`src/rtl/wb_splitter_n.sv`:
```
// Wishbone classic splitter: one master fanned out to NUM_SLAVES slaves by base/mask decode.
// Optional slave timeout abort is built only when WB_SPLITTER_TIMEOUT_EN is defined.
module wb_splitter_n #(
    parameter int unsigned                 NUM_SLAVES = 4,
    parameter int unsigned                 AW         = 32,
    parameter int unsigned                 DW         = 32,
    parameter logic [NUM_SLAVES*AW-1:0]    BASE_ADDR  = {32'h3003_0000, 32'h3002_0000,
                                                         32'h3001_0000, 32'h3000_0000},
    parameter logic [AW-1:0]               ADDR_MASK  = 32'hFFFF_0000,
    parameter int unsigned                 TIMEOUT    = 255
) (
    input  logic                     clk,
    input  logic                     rst,
    input  logic [AW-1:0]            m_wb_adr,
    input  logic [DW-1:0]            m_wb_dat_w,
    input  logic [DW/8-1:0]          m_wb_sel,
    input  logic                     m_wb_we,
    input  logic                     m_wb_cyc,
    input  logic                     m_wb_stb,
    output logic [DW-1:0]            m_wb_dat_r,
    output logic                     m_wb_ack,
    output logic                     m_wb_err,
    output logic [AW-1:0]            s_wb_adr,
    output logic [DW-1:0]            s_wb_dat_w,
    output logic [DW/8-1:0]          s_wb_sel,
    output logic                     s_wb_we,
    output logic [NUM_SLAVES-1:0]    s_wb_cyc,
    output logic [NUM_SLAVES-1:0]    s_wb_stb,
    input  logic [NUM_SLAVES*DW-1:0] s_wb_dat_r,
    input  logic [NUM_SLAVES-1:0]    s_wb_ack,
    input  logic [NUM_SLAVES-1:0]    s_wb_err,
    output logic                     timeout_o
);

    typedef enum logic [1:0] {IDLE, BUSY, RESP} state_t;

    state_t                  state_q, state_d;
    logic [NUM_SLAVES-1:0]   slv_q, slv_d;
    logic [AW-1:0]           adr_q, adr_d;
    logic [DW-1:0]           dat_w_q, dat_w_d;
    logic [DW/8-1:0]         be_q, be_d;
    logic                    we_q, we_d;
    logic [DW-1:0]           dat_r_q, dat_r_d;
    logic                    ack_q, ack_d;
    logic                    err_q, err_d;
    logic                    tmo_q, tmo_d;

    logic [NUM_SLAVES-1:0]   hit;
    logic                    hit_found;
    logic                    slv_ack;
    logic                    slv_err;
    logic [DW-1:0]           slv_dat;
    logic                    tmo_fire;

    // Priority decode: the lowest matching slave index wins.
    always_comb begin
        hit       = '0;
        hit_found = 1'b0;
        for (int unsigned i = 0; i < NUM_SLAVES; i++) begin
            if (!hit_found &&
                ((m_wb_adr & ADDR_MASK) == (BASE_ADDR[i*AW +: AW] & ADDR_MASK))) begin
                hit[i]    = 1'b1;
                hit_found = 1'b1;
            end
        end
    end

    always_comb begin
        slv_dat = '0;
        for (int unsigned i = 0; i < NUM_SLAVES; i++) begin
            if (slv_q[i]) slv_dat = slv_dat | s_wb_dat_r[i*DW +: DW];
        end
    end

    assign slv_ack = |(s_wb_ack & slv_q);
    assign slv_err = |(s_wb_err & slv_q);

`ifdef WB_SPLITTER_TIMEOUT_EN
    localparam int unsigned CW = $clog2(TIMEOUT + 1);
    localparam logic [CW-1:0] CNT_LAST = CW'(TIMEOUT - 1);

    logic [CW-1:0] cnt_q, cnt_d;

    // Held at zero outside BUSY, so the first BUSY cycle always counts from 0.
    always_comb begin
        cnt_d = '0;
        if (state_q == BUSY) cnt_d = cnt_q + 1'b1;
    end

    always_ff @(posedge clk or posedge rst) begin
        if (rst) cnt_q <= '0;
        else     cnt_q <= cnt_d;
    end

    assign tmo_fire = (state_q == BUSY) && (cnt_q == CNT_LAST);
`else
    assign tmo_fire = 1'b0;
`endif

    always_comb begin
        state_d = state_q;
        slv_d   = slv_q;
        adr_d   = adr_q;
        dat_w_d = dat_w_q;
        be_d    = be_q;
        we_d    = we_q;
        dat_r_d = dat_r_q;
        ack_d   = 1'b0;
        err_d   = 1'b0;
        tmo_d   = 1'b0;
        unique case (state_q)
            IDLE: begin
                if (m_wb_cyc && m_wb_stb) begin
                    adr_d   = m_wb_adr;
                    dat_w_d = m_wb_dat_w;
                    be_d    = m_wb_sel;
                    we_d    = m_wb_we;
                    if (hit_found) begin
                        slv_d   = hit;
                        state_d = BUSY;
                    end else begin
                        err_d   = 1'b1;
                        dat_r_d = '0;
                        state_d = RESP;
                    end
                end
            end
            BUSY: begin
                if (!m_wb_cyc) begin
                    slv_d   = '0;
                    state_d = IDLE;
                end else if (slv_ack) begin
                    dat_r_d = slv_dat;
                    ack_d   = 1'b1;
                    slv_d   = '0;
                    state_d = RESP;
                end else if (slv_err || tmo_fire) begin
                    dat_r_d = '0;
                    err_d   = 1'b1;
                    tmo_d   = !slv_err;
                    slv_d   = '0;
                    state_d = RESP;
                end
            end
            RESP: state_d = IDLE;
            default: state_d = IDLE;
        endcase
    end

    always_ff @(posedge clk or posedge rst) begin
        if (rst) begin
            state_q <= IDLE;
            slv_q   <= '0;
            adr_q   <= '0;
            dat_w_q <= '0;
            be_q    <= '0;
            we_q    <= 1'b0;
            dat_r_q <= '0;
            ack_q   <= 1'b0;
            err_q   <= 1'b0;
            tmo_q   <= 1'b0;
        end else begin
            state_q <= state_d;
            slv_q   <= slv_d;
            adr_q   <= adr_d;
            dat_w_q <= dat_w_d;
            be_q    <= be_d;
            we_q    <= we_d;
            dat_r_q <= dat_r_d;
            ack_q   <= ack_d;
            err_q   <= err_d;
            tmo_q   <= tmo_d;
        end
    end

    assign s_wb_cyc   = (state_q == BUSY) ? slv_q : '0;
    assign s_wb_stb   = (state_q == BUSY) ? slv_q : '0;
    assign s_wb_adr   = adr_q;
    assign s_wb_dat_w = dat_w_q;
    assign s_wb_sel   = be_q;
    assign s_wb_we    = we_q;
    assign m_wb_dat_r = dat_r_q;
    assign m_wb_ack   = ack_q;
    assign m_wb_err   = err_q;
    assign timeout_o  = tmo_q;

endmodule

```
`config.mk`:
```
export PLATFORM = sky130hd
export DESIGN_NAME = wb_splitter_n
export DESIGN_NICKNAME = d
export VERILOG_FILES = /design/src/rtl/wb_splitter_n.sv
export SDC_FILE = /design/constraint.sdc
export NUM_CORES = 1
export LEC_CHECK = 0
export CAP_MARGIN = 20
export CELL_PAD_IN_SITES_DETAIL_PLACEMENT = 0
export CELL_PAD_IN_SITES_GLOBAL_PLACEMENT = 1
export CORE_ASPECT_RATIO = 0.7
export CORE_UTILIZATION = 27
export DETAILED_ROUTE_END_ITERATION = 10
export PLACE_DENSITY_LB_ADDON = 0.2
export SETUP_SLACK_MARGIN = 0.02
export SLEW_MARGIN = 30
export SYNTH_ARGS = -nofsm -noshare
export SYNTH_HDL_FRONTEND = slang
export SYNTH_SLANG_ARGS = --single-unit
export TNS_END_PERCENT = 30
```
`constraint.sdc`:
```
create_clock -name clk -period 3.9 [get_ports clk]
set_input_delay 0.39 -clock clk [delete_from_list [all_inputs] [get_ports clk]]
set_output_delay 0.39 -clock clk [all_outputs]
set_load 0.02 [all_outputs]
```
# After elaboration in Yosys (flattened, before gate mapping)
# Cells that the tools add are included.
[classes] n_eq_ne=11 n_mux=43 n_bitwise=5 reduce_logical=16
[op_table] cell="32-bit 2-to-1 mux" n=9
[op_table] cell="32-bit OR" n=3
[op_table] cell="16-bit by 14-bit equality test with 1-bit output (second input constant)" n=4
[op_table] cell="32-bit case mux with 2 select lines" n=1
[op_table] cell="4-bit 2-to-1 mux" n=6
[op_table] cell="1-bit 2-to-1 mux" n=19
[op_table] cell="2-bit 2-to-1 mux" n=5
[op_table] cell="4-bit AND" n=2
[op_table] cell="2-bit inequality test (second input constant)" n=4
[op_table] cell="4-bit case mux with 2 select lines" n=1
[op_table] cell="4-bit OR reduction" n=2
[op_table] cell="5-bit AND reduction" n=1
[op_table] cell="1-bit logical AND" n=4
[op_table] cell="1-bit zero test" n=4
[op_table] cell="4-bit inequality test (second input constant)" n=1
[op_table] cell="2-bit case mux with 2 select lines" n=1
[op_table] cell="2-bit AND reduction" n=2
[op_table] cell="4-bit AND reduction" n=1
[op_table] cell="3-bit inequality test (second input constant)" n=1
[op_table] cell="2-bit by 1-bit equality test with 1-bit output (second input constant)" n=1
[op_table] cell="2-bit zero test" n=1
[op_table] cell="1-bit case mux with 2 select lines" n=1
[op_table] cell="2-bit nonzero test" n=1
[word_totals] regBits=110 input_bits=209 out_inout_bits=112 wordCells=85

# Depth between registers and ports, before layout
[logic_depth] depth_word=14 depth_mapped=6 ltp_nobuf=4

# Worst setup path after synthesis
# No wires, ideal clock.
[synth_path] path_type="register to output" start="register slv_q[3]" end="output port s_wb_stb[3]" arrival_ns=1.303 required_time_ns=3.510 setup_slack_ns=2.207 stages_incl_launch_ff=5 n_path_buf=3 cell_sequence="dfrtp_1 > clkbuf_1 > clkbuf_1 > and2_1 > buf_4"
[synth_between] elab_chain_cells=1
[synth_rtl] item="start, declared" line="38" rtl="logic [NUM_SLAVES-1:0] slv_q, slv_d;"
[synth_rtl] item="start signal, assigned" line="164" rtl="slv_q <= slv_d;"
[synth_rtl] item="4-bit 2-to-1 mux"
[synth_rtl] item="end, declared" line="28" rtl="output logic [NUM_SLAVES-1:0] s_wb_stb,"
# No other way between the ends.

# Worst setup path in the final report
[layout_path] start="register state_q[0]" end="output port s_wb_cyc[3]"
[layout_between] elab_chain_cells=2
[layout_rtl] item="start, declared" line="37" rtl="state_t state_q, state_d;"
[layout_rtl] item="start signal, assigned" line="163" rtl="state_q <= state_d;"
[layout_rtl] item="2-bit by 1-bit equality test with 1-bit output" line="176" rtl="assign s_wb_cyc = (state_q == BUSY) ? slv_q : '0;"
[layout_rtl] item="4-bit 2-to-1 mux" line="176"
[layout_rtl] item="end, declared" line="27" rtl="output logic [NUM_SLAVES-1:0] s_wb_cyc,"
# No other way between the ends.

==> run metrics <==
post-DR wirelength/cell=approximately 18 um; TritonCTS buffer count=9; H-tree levels=3; Syn-to-layout area delta=69.8%; clock sink total=109; CTS root buffer=clkbuf_16; Ys Warns=0; VDD IR max=between 0.15 and 0.2 mV; drt pass-1 iters=4; clk_lat worst skew=around 350 ps; GRT Util Overall=19.7%; dpl cell area=~8600 um2; PD cells=between 300 and 400 nW/um2; # nets final=1,032; input/output buffers=319; max-slew violations=0; sequential area share after synthesis=about half; post-CTS sizing=0; critical-path maximum fanout=7; std cell rows=42; Leak=3.80 nW; Final GP Congestion=around 0.80; share of layout cells above drive strength 1=under 10%; io pins=321; Hold Path Class=primary input to asynchronous set/reset pin; library cells used by synthesis=34; RSZ-0062 raised after global routing=false; Setup CP Type=flop to output port; MaxCap Viol Count=0; clock slew at reported path FFs=70 ps; vias post-DR=between 5,000 and 6,000; Worst setup EP type=output port; Final setup violation count=0; Initial DRC Count=roughly 280; CP Data Arrival Time=about 2100 ps; Initial Utilization=around 28%; Total Die Area=around 20,000 um2; Synth area leaders=dfrtp_1 (52%), nand2_1 (15%), o32ai_2 (9.0%); WHS=452 ps; Worst setup SP type=flop; post-synth top area cell=dfrtp_1; CTS Buffer Depth=2; Clock Skews=roughly 6.5 ps; Final Cycle Share=~65%; Post-Route Utilization=around 47%; Die X-Extent=~170 um; die height=about 120 um; core area=19,000 um2; pre-CTS WS=between 1000 and 1500 ps; status=finished clean; ant diodes=0; drt via density=about 4.7; post-route setup slack=roughly 1400 ps; final wirelength=roughly 20,000 um; grt total ovfl=0; Synth Register Bits=109; syn nets=740; FMAX=between 300 and 400 MHz; Worst-Margin Slew=roughly 960 ps; Final Instance Area=about 8900 um2; number of antenna violations at the first check in global routing=1; first-pass GRT wire length=~30,000 um; Hold-fix buffers, CTS=0; Worst slew margin=35.9%; Final Hold Fails=0; vias in the first global route=5,284; HPWL Detailed=14,900 um; total negative setup slack=0 ps; Final Critical Period=between 2000 and 3000 ps; Syn Area/Cell=9.88 um2; Setup Fix Bufs, Post-CTS=0; pin count of the biggest net entering global routing=between 70 and 80; post-route ant nets=0; worst path required time=3510 ps; DRC=0; Yosys top cell area share=between 50% and 60%; CTS tree=yes; Post-Syn Instances=between 500 and 600; Post-Syn Area=around 5200 um2
[critical path, stage by stage, from the launching register on]
cell	delay [ps]
dfrtp_1	420
nor2b_1	500
and2_1	240
clkdlybuf4s50_1	620
[path summary, 6_finish.rpt]
kind | start | to | slack (ps) | cells after the start
max reg2reg | slv_q[2] | m_wb_dat_r[30] | 1520 | 4
min reg2reg | s_wb_dat_w[17] | s_wb_dat_w[17] | 470 | 2
max | state_q[0] | s_wb_cyc[3] | 1380 | 3
min | rst | s_wb_dat_w[12] | 450 | 2
min in group clk | s_wb_dat_w[17] | s_wb_dat_w[17] | 470 | 2
max in group asynchronous | rst | s_wb_dat_w[23] | 2540 | 3
[cell usage after synthesis (all sizes together)]
library cell  number
a21o               2
a221oi            32
a22o              34
a22oi              4
and2               6
and4               1
and4bb             1
buf               19
clkbuf            27
conb               1
dfrtp            109
inv               36
nand2            207
nand3              2
nand4              2
nor2               2
nor2b              1
nor3               3
nor4               2
nor4bb             2
o211a              1
o21ai              1
o21bai             1
o221ai             1
o22ai              1
o32ai             32
or2                1
[kinds of logic (layout without fill, tap and decap cells)]
group                  Yosys count  count (layout)  synth area share [%]
flip-flops                     109             109                  52.0
other                            1               1                0.0714
AO/OA/AOI/OAI                  109             109                  22.1
buffers and inverters           82             377                  7.48
AND/OR/NAND/NOR                230             230                  18.4
[cell type report]
type / instances / area, um2
Clock buffer: 10 / 229
Clock inverter: 4 / 75.1
Fill cell: 1758 / 10100
Inverter: 36 / 138
Multi-Input combinational cell: 340 / 2160
Sequential cell: 109 / 2730
Tap cell: 264 / 330
Timing Repair Buffer: 327 / 3250
[registers in the layout (all words and copies together), names as in the netlist]
name        cells
m_wb_ack        1
m_wb_dat_r     32
m_wb_err        1
s_wb_adr       32
s_wb_dat_w     32
s_wb_sel        4
s_wb_we         1
slv_q           4
state_q         2
[cells in the final DEF, fill, tap and decap left out, types with 2 or more instances in the layout]
master           count
a21o_1               2
a221oi_1            32
a22o_1              34
a22oi_1              4
and2_1               5
buf_4                8
bufinv_16            2
clkbuf_16            9
clkdlybuf4s50_1    319
clkinvlp_4           2
dfrtp_1            109
inv_1               35
nand2_1            207
nand3_2              2
nor2_1               2
nor3_1               3
nor4_4               2
o32ai_1              3
o32ai_2             29
[through the flow]
stage                     total power, mW  std cells
after CTS                            3.08       1090
after detailed placement             2.09       1076
after global routing                 3.19       1090
final                                3.03       1090
after global placement               2.08       1076
after floorplan                      1.60        531
[per-layer routing]
layer,up-vias,track usage (%),wire length [um]
met2,210,33.8,9400
met1,2451,23.1,8160
met5,-,0,0
li1,2409,-,-
met4,0,5.06,282
met3,22,7.30,1820
[report_power, final]
group	internal [mW]	switching, mW	leakage (nW)	total [mW]
Sequential	1.24	0.0604	1.41	1.30
Combinational	0.414	0.347	2.25	0.761
Clock	0.557	0.415	0.141	0.971
Power figures use the tool's default switching activity.
